$ cat src/rtl/fb_pixel_writer.sv
// Pixel sink: buffers in-range (DrawX, DrawY) pixels in a FIFO and writes them to the frame buffer over a req/ack port.
// Also runs a full-frame clear. Optional macro FB_DEDUP_EN drops a pixel that repeats the previous pixel's address.
module fb_pixel_writer #(
    parameter int unsigned H_RES      = 640,
    parameter int unsigned V_RES      = 480,
    parameter int unsigned FIFO_DEPTH = 8,
    parameter int unsigned COLOR_W    = 8
) (
    input  logic               Clk,
    input  logic               Reset,
    input  logic               pixel_valid,
    output logic               pixel_ready,
    input  logic [9:0]         DrawX,
    input  logic [9:0]         DrawY,
    input  logic [COLOR_W-1:0] pixel_color,
    input  logic               clear_start,
    input  logic [COLOR_W-1:0] clear_color,
    output logic               clear_done,
    output logic               busy,
    output logic               mem_req,
    output logic [18:0]        mem_addr,
    output logic [COLOR_W-1:0] mem_wdata,
    input  logic               mem_ack
);

    localparam int unsigned ADDR_W = 19;
    localparam int unsigned PTR_W  = $clog2(FIFO_DEPTH);
    localparam int unsigned CNT_W  = PTR_W + 1;
    localparam logic [ADDR_W-1:0] LAST_ADDR = ADDR_W'(H_RES * V_RES - 1);
    localparam logic [CNT_W-1:0]  FULL_CNT  = CNT_W'(FIFO_DEPTH);

    typedef enum logic [1:0] {IDLE, WRITE, CLEAR, DONE} state_t;

    typedef struct packed {
        logic [ADDR_W-1:0]  addr;
        logic [COLOR_W-1:0] color;
    } entry_t;

    state_t             state, state_nx;
    entry_t             fifo_mem [FIFO_DEPTH];
    logic [PTR_W-1:0]   wr_ptr, rd_ptr;
    logic [CNT_W-1:0]   cnt, cnt_nx;
    logic [ADDR_W-1:0]  pix_addr;
    logic               in_range, dup, push, pop, clr_begin, clr_step, fifo_empty;

    assign pix_addr   = ADDR_W'(DrawY) * ADDR_W'(H_RES) + ADDR_W'(DrawX);
    assign in_range   = (32'(DrawX) < H_RES) && (32'(DrawY) < V_RES);
    assign fifo_empty = (cnt == '0);
    assign push       = pixel_valid && pixel_ready && in_range && !dup;
    assign cnt_nx     = cnt + CNT_W'(push) - CNT_W'(pop);

`ifdef FB_DEDUP_EN
    logic [ADDR_W-1:0] last_addr;
    logic              last_valid;

    assign dup = last_valid && (last_addr == pix_addr);

    // Last accepted in-range address; forgotten when a clear begins.
    always_ff @(posedge Clk or posedge Reset) begin
        if (Reset) begin
            last_valid <= 1'b0;
            last_addr  <= '0;
        end else if (clr_begin) begin
            last_valid <= 1'b0;
        end else if (pixel_valid && pixel_ready && in_range) begin
            last_valid <= 1'b1;
            last_addr  <= pix_addr;
        end
    end
`else
    assign dup = 1'b0;
`endif

    // Next-state and FIFO/counter control.
    always_comb begin
        state_nx  = state;
        pop       = 1'b0;
        clr_begin = 1'b0;
        clr_step  = 1'b0;
        case (state)
            IDLE: begin
                if (!fifo_empty) begin
                    pop      = 1'b1;
                    state_nx = WRITE;
                end else if (clear_start) begin
                    clr_begin = 1'b1;
                    state_nx  = CLEAR;
                end
            end
            WRITE: begin
                if (mem_ack) begin
                    if (!fifo_empty) pop = 1'b1;
                    else             state_nx = IDLE;
                end
            end
            CLEAR: begin
                if (mem_ack) begin
                    clr_step = 1'b1;
                    if (mem_addr == LAST_ADDR) state_nx = DONE;
                end
            end
            DONE:    state_nx = IDLE;
            default: state_nx = IDLE;
        endcase
    end

    always_ff @(posedge Clk) begin
        if (push) fifo_mem[wr_ptr] <= '{addr: pix_addr, color: pixel_color};
    end

    // State, pointers and registered outputs.
    always_ff @(posedge Clk or posedge Reset) begin
        if (Reset) begin
            state       <= IDLE;
            wr_ptr      <= '0;
            rd_ptr      <= '0;
            cnt         <= '0;
            pixel_ready <= 1'b1;
            mem_req     <= 1'b0;
            mem_addr    <= '0;
            mem_wdata   <= '0;
            clear_done  <= 1'b0;
            busy        <= 1'b0;
        end else begin
            state       <= state_nx;
            cnt         <= cnt_nx;
            if (push) wr_ptr <= wr_ptr + PTR_W'(1);
            if (pop)  rd_ptr <= rd_ptr + PTR_W'(1);
            pixel_ready <= (cnt_nx != FULL_CNT) && (state_nx != CLEAR);
            mem_req     <= (state_nx == WRITE) || (state_nx == CLEAR);
            clear_done  <= (state_nx == DONE);
            busy        <= (cnt_nx != '0) || (state_nx != IDLE);
            if (pop) begin
                mem_addr  <= fifo_mem[rd_ptr].addr;
                mem_wdata <= fifo_mem[rd_ptr].color;
            end else if (clr_begin) begin
                mem_addr  <= '0;
                mem_wdata <= clear_color;
            end else if (clr_step) begin
                mem_addr  <= mem_addr + ADDR_W'(1);
            end
        end
    end

endmodule

$ cat config.mk
export PLATFORM = sky130hd
export DESIGN_NAME = fb_pixel_writer
export DESIGN_NICKNAME = d
export VERILOG_FILES = /design/src/rtl/fb_pixel_writer.sv
export SDC_FILE = /design/constraint.sdc
export NUM_CORES = 1
export LEC_CHECK = 0
export ABC_CLOCK_PERIOD_IN_PS = 4550
export CORE_MARGIN = 5
export CORE_UTILIZATION = 55
export CTS_BUF_LIST = sky130_fd_sc_hd__clkbuf_2
export CTS_CLUSTER_SIZE = 28
export DETAILED_ROUTE_END_ITERATION = 8
export HOLD_SLACK_MARGIN = 0.02
export MAX_ROUTING_LAYER = met4
export PLACE_DENSITY = 0.75
export RECOVER_POWER = 25
export REMOVE_ABC_BUFFERS = 1
export SYNTH_ARGS = -nofsm -noshare
export SYNTH_HDL_FRONTEND = slang
export SYNTH_SLANG_ARGS = --single-unit
$ cat constraint.sdc
create_clock -name Clk -period 4.55 [get_ports Clk]
set_input_delay 0.455 -clock Clk [delete_from_list [all_inputs] [get_ports Clk]]
set_output_delay 0.455 -clock Clk [all_outputs]
set_load 0.05 [all_outputs]
==> results by group, run 1 <==
Run status
  • Status: complete, but fails checks
  • Failing checks: capacitance limit, slew limit

Route
  • Via count: 6501
  • Drt wl/cell: 21.2 um
  • Vias per Instance: 5.76
  • Drc violations: 0
  • Initial DRC Count: 520
  • DRT antenna net count: 0
  • Overall routed net length: 23900 um
  • Pre-antenna DRT Iters: 5

Synth
  • Register area share after synthesis: 67.4%
  • Post-synth ARST share: 16.6%
  • Cell accounting for the most synthesized area: edfxtp_1
  • Syn Std Cell Area: 11200 um^2
  • Mean area per synthesized cell: 16.5 um^2
  • Seq cells post-synth: 259
  • Yosys cell types: 50
  • Most common library cells after synthesis: edfxtp_1 (216), nand2_1 (54), a21oi_1 (45)
  • Number of synthesized flops with an enable pin: 216
  • Leading post-synthesis cells by cell area: edfxtp_1 (58%), dfrtp_1 (9.4%), mux4_2 (7.4%)
  • Top_reg_cell synth: edfxtp_1
  • Synth top area share: 57.8%
  • Most common cell in the synthesized netlist: edfxtp_1
  • Post-Synthesis Cells: 679
  • Synthesis warning total: 0

Timing
  • Final critical-path required period: 3.09 ns
  • Final setup vio count: 0
  • Final-report hold violation count: 0
  • RSZ-0062 raised after global routing: no
  • Worst Tran Pin Value: 1.86 ns
  • Period utilization: 67.9%
  • Total negative slack: 0 ns
  • Layout Skew: 0.0639 ns
  • Achievable Freq: 324 MHz
  • Rel. slew slack: -24.1%
  • Final count of pins violating max slew: 44

Floorplan
  • Die width: 153 um
  • DIE AREA: 23400 um^2
  • Row count: 52
  • Core ar.: 20200 um^2
  • Initial cell density of the core: 55.6%
  • Die Ht: 153 um
  • IO Pins: 72

Placement
  • RD Place Congestion: 0.821
  • PortBufs: 71
  • Detailed Place HPWL: 14800 um
  • Placed inst area: 12300 um^2

Worst setup path
  • Critical Path Source Type: register
  • Crit-path slowest cell: a21oi_2
  • Critical Path Max Stage Delay: 0.57 ns
  • Setup CP Type: register to register
  • Data required, critical path: 5.28 ns
  • Crit path max fanout: 19
  • CP Cell Sequence: inv_1, ha_1, nor3b_1, nor3_2, buf_4, a21oi_2, buf_4, nand2_2, o21a_1, o22a_1
  • CP most frequent cell: buf_4
  • Crit end category: register
  • Reg2reg path depth: 10
  • Worst path arrival time: 3.82 ns

Clock tree
  • Worst-Skew Late Latency: 0.84 ns
  • Max clock buf depth: 3
  • H-tree levels: 2
  • Root buffer cell: clkbuf_2
  • Postcts setup bufs: 0
  • TritonCTS Buffers: 61
  • Hold buffers post-CTS: 0
  • Worst-path clk slew: 0.12 ns
  • CTS resizes: 0
  • CTS sink cnt: 259
  • CTS tree: built

Global routing
  • GRT met2 Usage: 34.1%
  • Pin count of the biggest net entering global routing: 44
  • Met3 GRT Util: 4.18%
  • Vias in the first global route: 6848
  • All-Layer GR Usage: 21.4%
  • Initial antenna violation count: 1
  • Congestion Overflow GR: 0
  • GR peak layer: met2
  • Met1 usage: 27.9%
  • First-pass GRT wire length: 37900 um

Power
  • Power Dens Cells: 551 nW/um^2
  • Leak pwr: 4.71 nW
  • Peak VDD IR: 0.000238 V

Layout
  • Design area: 12900 um^2
  • Layout net count: 877
  • Ratio of cells with drive above 1 in the final layout: 21.4%
  • Fin util: 63.7%
  • Area Growth Syn to Fin: 14.5%

Min path
  • Hold Crit Depth: 3
  • HP Class: input pin to register

Job
  • Max cap viols: 1
[final cells by class]
class	count	area (um^2)
flip-flops and latches	259	7570
fillers	1490	7320
multi-input cells	377	3430
repair buffers	87	856
clock buffers	96	480
well taps	270	338
clock inverters	20	109
inverters	18	67.6
diodes	1	2.50
[registers in the layout, summed over array words and instances, names as in the netlist]
signal,cells
fifo_mem,216
mem_addr,19
cnt,4
mem_req,1
pixel_ready,1
mem_wdata,8
state,2
clear_done,1
rd_ptr,3
wr_ptr,3
busy,1
[layout by cell type, fill, tap and decap left out, types with 18 or more instances in the layout]
master,count
edfxtp_1,216
inv_1,18
o21ai_0,24
clkbuf_2,96
nand2_1,54
a21oi_1,45
clkdlybuf4s50_1,54
dfrtp_1,40
mux4_2,37
nor2_1,35
ha_1,29
[stage by stage]
step                power (mW)  hold slack (ns)  worst slack, ns  cells
finish                    7.08            0.257             1.46   1128
floorplan                 4.86            0.490            0.867    654
global placement          5.55            0.463             1.04   1011
CTS                       7.13            0.160             1.46   1127
detailed placement        5.63            0.473            0.943   1011
global route              7.50            0.194             1.32   1128
[power breakdown]
group	internal [mW]	switching (mW)
combinational	1.07	1.29
sequential	2.86	0.356
clock	0.620	0.879
[metal layers]
layer	up-vias	wire length, um
met5	-	0
met4	0	522
met3	50	1480
met2	233	11900
li1	2947	-
met1	3271	9950
[kinds of logic after synthesis]
| family | share of synthesized area, % |
|---|---|
| flip-flops | 67.4 |
| AND/OR/NAND/NOR | 5.94 |
| AO/OA/AOI/OAI | 4.89 |
| multiplexers | 14.0 |
| buffers and inverters | 2.29 |
| adder cells (fa/ha/maj) | 3.77 |
| XOR/XNOR | 1.68 |
[worst max-delay path: cells and delay by family, from the launching register on]
| family | cells | cell delay (ns) |
|---|---|---|
| simple gates | 3 | 0.83 |
| compound gates | 3 | 0.98 |
| buf+inv | 3 | 0.67 |
| fa+ha+maj | 1 | 0.14 |
| flops | 1 | 0.37 |
[worst paths after layout]
path | startpoint | end | slack (ns)
max | cnt[2]$_DFF_PP0_ | mem_addr[2]$_DFFE_PP0P_ | 1.46
max in group asynchronous | Reset | rd_ptr[0]$_DFFE_PP0P_ | 2.66
min | clear_color[3] | mem_wdata[3]$_DFFE_PP0P_ | 0.26
min reg2reg | mem_wdata[1]$_DFFE_PP0P_ | mem_wdata[1]$_DFFE_PP0P_ | 0.49
min in group asynchronous | Reset | mem_addr[13]$_DFFE_PP0P_ | 0.65
max reg2reg | cnt[2]$_DFF_PP0_ | mem_addr[2]$_DFFE_PP0P_ | 1.46
No activity file was read; power rests on OpenSTA's default activity.
==> inputs of run 2 (changes only) <==
- ABC_CLOCK_PERIOD_IN_PS: 4550 -> 2900
- clock period: 4.55 -> 2.9 ns (I/O delays scaled with it)
==> run 2 against run 1 <==
The flow now finishes without violations. Setup slack got worse by 1.3 ns. Flip-flop and latch count did not move. Non-clock buffer count rose by 36. Register-to-register slack got worse by 1.1 ns. Clock skew fell by 0.021 ns. Global-route usage barely moved. Die area did not move. Clock-buffer cell count rose by 2.
==> results by group, run 2 (synthesis gave the netlist of run 1 again) <==
Worst setup path
  • Reg2reg path depth: 9 (was 10)
  • CP most frequent cell: ha_1 (was buf_4)
  • Crit end category: register (unchanged)
  • CP Cell Sequence: dlygate4sd3_1, ha_1, ha_1, fa_1, a211oi_1, nor3b_1, o31a_1, a21oi_1, nand3_1, xnor2_1 (was inv_1, ha_1, nor3b_1, nor3_2, buf_4, a21oi_2, buf_4, nand2_2, o21a_1, o22a_1)
  • Data required, critical path: 3.42 ns (was 5.28 ns)
  • Setup CP Type: input pin to register (was register to register)
  • Critical Path Max Stage Delay: 0.55 ns (was 0.57 ns)
  • Crit-path slowest cell: dlygate4sd3_1 (was a21oi_2)
  • Crit path max fanout: 8 (was 19)
  • Worst path arrival time: 3.25 ns (was 3.82 ns)
  • Critical Path Source Type: input pin (was register)

Power
  • Power Dens Cells: 851 nW/um^2 (was 551 nW/um^2)
  • Final Power: 11.2 mW (was 7.08 mW)
  • Leak pwr: 4.90 nW (was 4.71 nW)
  • Peak VDD IR: 0.000474 V (was 0.000238 V)

Clock tree
  • Postcts setup bufs: 0 (unchanged)
  • CTS tree: built (unchanged)
  • H-tree levels: 2 (unchanged)
  • Max clock buf depth: 3 (unchanged)
  • Worst-path clk slew: 0.09 ns (was 0.12 ns)
  • TritonCTS Buffers: 61 (unchanged)
  • Root buffer cell: clkbuf_2 (unchanged)
  • CTS sink cnt: 259 (unchanged)
  • Worst-Skew Late Latency: 0.82 ns (was 0.84 ns)

Global routing
  • Pin count of the biggest net entering global routing: 31 (was 44)
  • Vias in the first global route: 6987 (was 6848)
  • First-pass GRT wire length: 38000 um (was 37900 um)
  • Initial antenna violation count: 0 (was 1)
  • Congestion Overflow GR: 0 (unchanged)
  • All-Layer GR Usage: 21.4% (about the same)

Layout
  • Largest registers: fifo_mem: 216 flops, mem_addr: 19 flops, mem_wdata: 8 flops (unchanged)
  • Layout net count: 913 (was 877)
  • Final Non-Filler Cells: 1161 (was 1128)
  • Commonest non-fill, non-tap cells in the layout: edfxtp_1 (216), clkbuf_2 (98), nand2_1 (54), clkdlybuf4s50_1 (54), a21oi_1 (45) (was edfxtp_1 (216), clkbuf_2 (96), nand2_1 (54), clkdlybuf4s50_1 (54), a21oi_1 (45))
  • Ratio of cells with drive above 1 in the final layout: 24.5% (was 21.4%)
  • Filler instances: 1403 (was 1490)
  • N_diodes: 0 (was 1)
  • Number of flip-flops under the largest register name: 216 (unchanged)
  • Area Growth Syn to Fin: 17.7% (was 14.5%)
  • Largest Register: fifo_mem (unchanged)
  • Most common cell after layout, fill and taps aside: edfxtp_1 (unchanged)

Placement
  • PortBufs: 71 (unchanged)
  • RD Place Congestion: 0.832 (was 0.821)
  • Dpl cells: 1046 (was 1011)
  • Pre-CTS setup slack: -0.553 ns (was 0.943 ns)
  • Detailed Place HPWL: 15100 um (was 14800 um)

Floorplan
  • IO Pins: 72 (unchanged)
  • Initial cell density of the core: 55.6% (unchanged)
  • DIE AREA: 23400 um^2 (unchanged)
  • Core ar.: 20200 um^2 (unchanged)
  • Die Ht: 153 um (unchanged)
  • Die width: 153 um (unchanged)
  • Row count: 52 (unchanged)

Timing
  • RSZ-0062 raised after global routing: no (unchanged)
  • Period utilization: 94.1%
  • Final critical-path required period: 2.73 ns
  • Final setup vio count: 0 (unchanged)
  • Worst Tran Pin Value: 1.18 ns (was 1.86 ns)
  • Layout Skew: 0.0424 ns (was 0.0639 ns)
  • Final count of pins violating max slew: 0 (was 44)
  • Setup ws final: 0.170 ns (was 1.46 ns)
  • Achievable Freq: 366 MHz
  • Final hold slack: 0.125 ns (was 0.257 ns)
  • Final-report hold violation count: 0 (unchanged)
  • Rel. slew slack: 20.9% (was -24.1%)

Route
  • Drc violations: 0 (unchanged)
  • Initial DRC Count: 710 (was 520)
  • Drt wl/cell: 20.7 um (was 21.2 um)
  • DRT antenna net count: 0 (unchanged)
  • Vias per Instance: 5.75 (was 5.76)
  • Overall routed net length: 24000 um (was 23900 um)
  • Via count: 6674 (was 6501)
  • Pre-antenna DRT Iters: 5 (unchanged)

Min path
  • HP Class: input pin to register (unchanged)
  • Hold Crit Depth: 3 (unchanged)

Job
  • Max cap viols: 0 (was 1)

Run status
  • Status: finished, final reports clean (was complete, but fails checks)
==> run 2: cell count changes in the layout (fill, tap and decap cells not counted), sizes merged <==
cell	delta
clkbuf	+3
diode	-1
buf	+34
clkinv	-1
clkinvlp	-1
inv	-2
dlygate4sd3	+1
==> run 2: worst paths after layout <==
| check | to | slack (ns) | startpoint |
|---|---|---|---|
| max | fifo_mem[1][25]$_DFFE_PP_ | 0.17 | DrawY[0] |
| min reg2reg | mem_wdata[1]$_DFFE_PP0P_ | 0.49 | mem_wdata[1]$_DFFE_PP0P_ |
| min | mem_wdata[4]$_DFFE_PP0P_ | 0.12 | clear_color[4] |
| min in group asynchronous | mem_addr[8]$_DFFE_PP0P_ | 0.77 | Reset |
| max in group asynchronous | rd_ptr[0]$_DFFE_PP0P_ | 1.32 | Reset |
| max reg2reg | mem_wdata[0]$_DFFE_PP0P_ | 0.31 | cnt[2]$_DFF_PP0_ |
==> run 2: timing repair <==
item	in CTS	in global routing
endpoints found under the setup margin	0	0
gates resized for setup	0	0
endpoints found under the hold margin	25	0
hold buffers	1	0
==> run 2: area by class of cell <==
cell class              count  area [um^2]  area share, %
clock buffers              98          490           3.71
clock inverters            16         91.3          0.691
inverters                  18         67.6          0.511
multi-input cells         377         3430           26.0
flip-flops and latches    259         7570           57.3
well taps                 270          338           2.56
repair buffers            123         1230           9.30
==> run 2: per-layer routing <==
metal / track usage, % / share of wire, %
met3: 3.93 / 6.5
met2: 35.3 / 51
met5: - / 0
met4: 6.96 / 2.2
met1: 27.3 / 40
==> run 2: stage by stage <==
step | util (%) | TNS, ns | area, um^2
after floorplan | - | -52.43 | 11000
after global placement | 62.6 | -14.47 | 12600
after detailed placement | 62.6 | -20.52 | 12600
after CTS | 65.5 | 0 | 13200
after global routing | 65.5 | 0 | 13200
final | 65.5 | 0 | 13200
==> run 2: critical path: cells and delay by family <==
kind | cells | cell delay [ns]
compound gates | 3 | 0.83
buf+inv | 1 | 0.55
xor+xnor | 1 | 0.49
simple gates | 2 | 0.26
fa+ha+maj | 3 | 0.82
==> run 2: power breakdown <==
group	total, mW	internal (mW)	switching (mW)	leakage [nW]
Combinational	4.07	1.80	2.27	1.98
Sequential	4.84	4.49	0.344	2.48
Clock	2.34	0.979	1.36	0.454
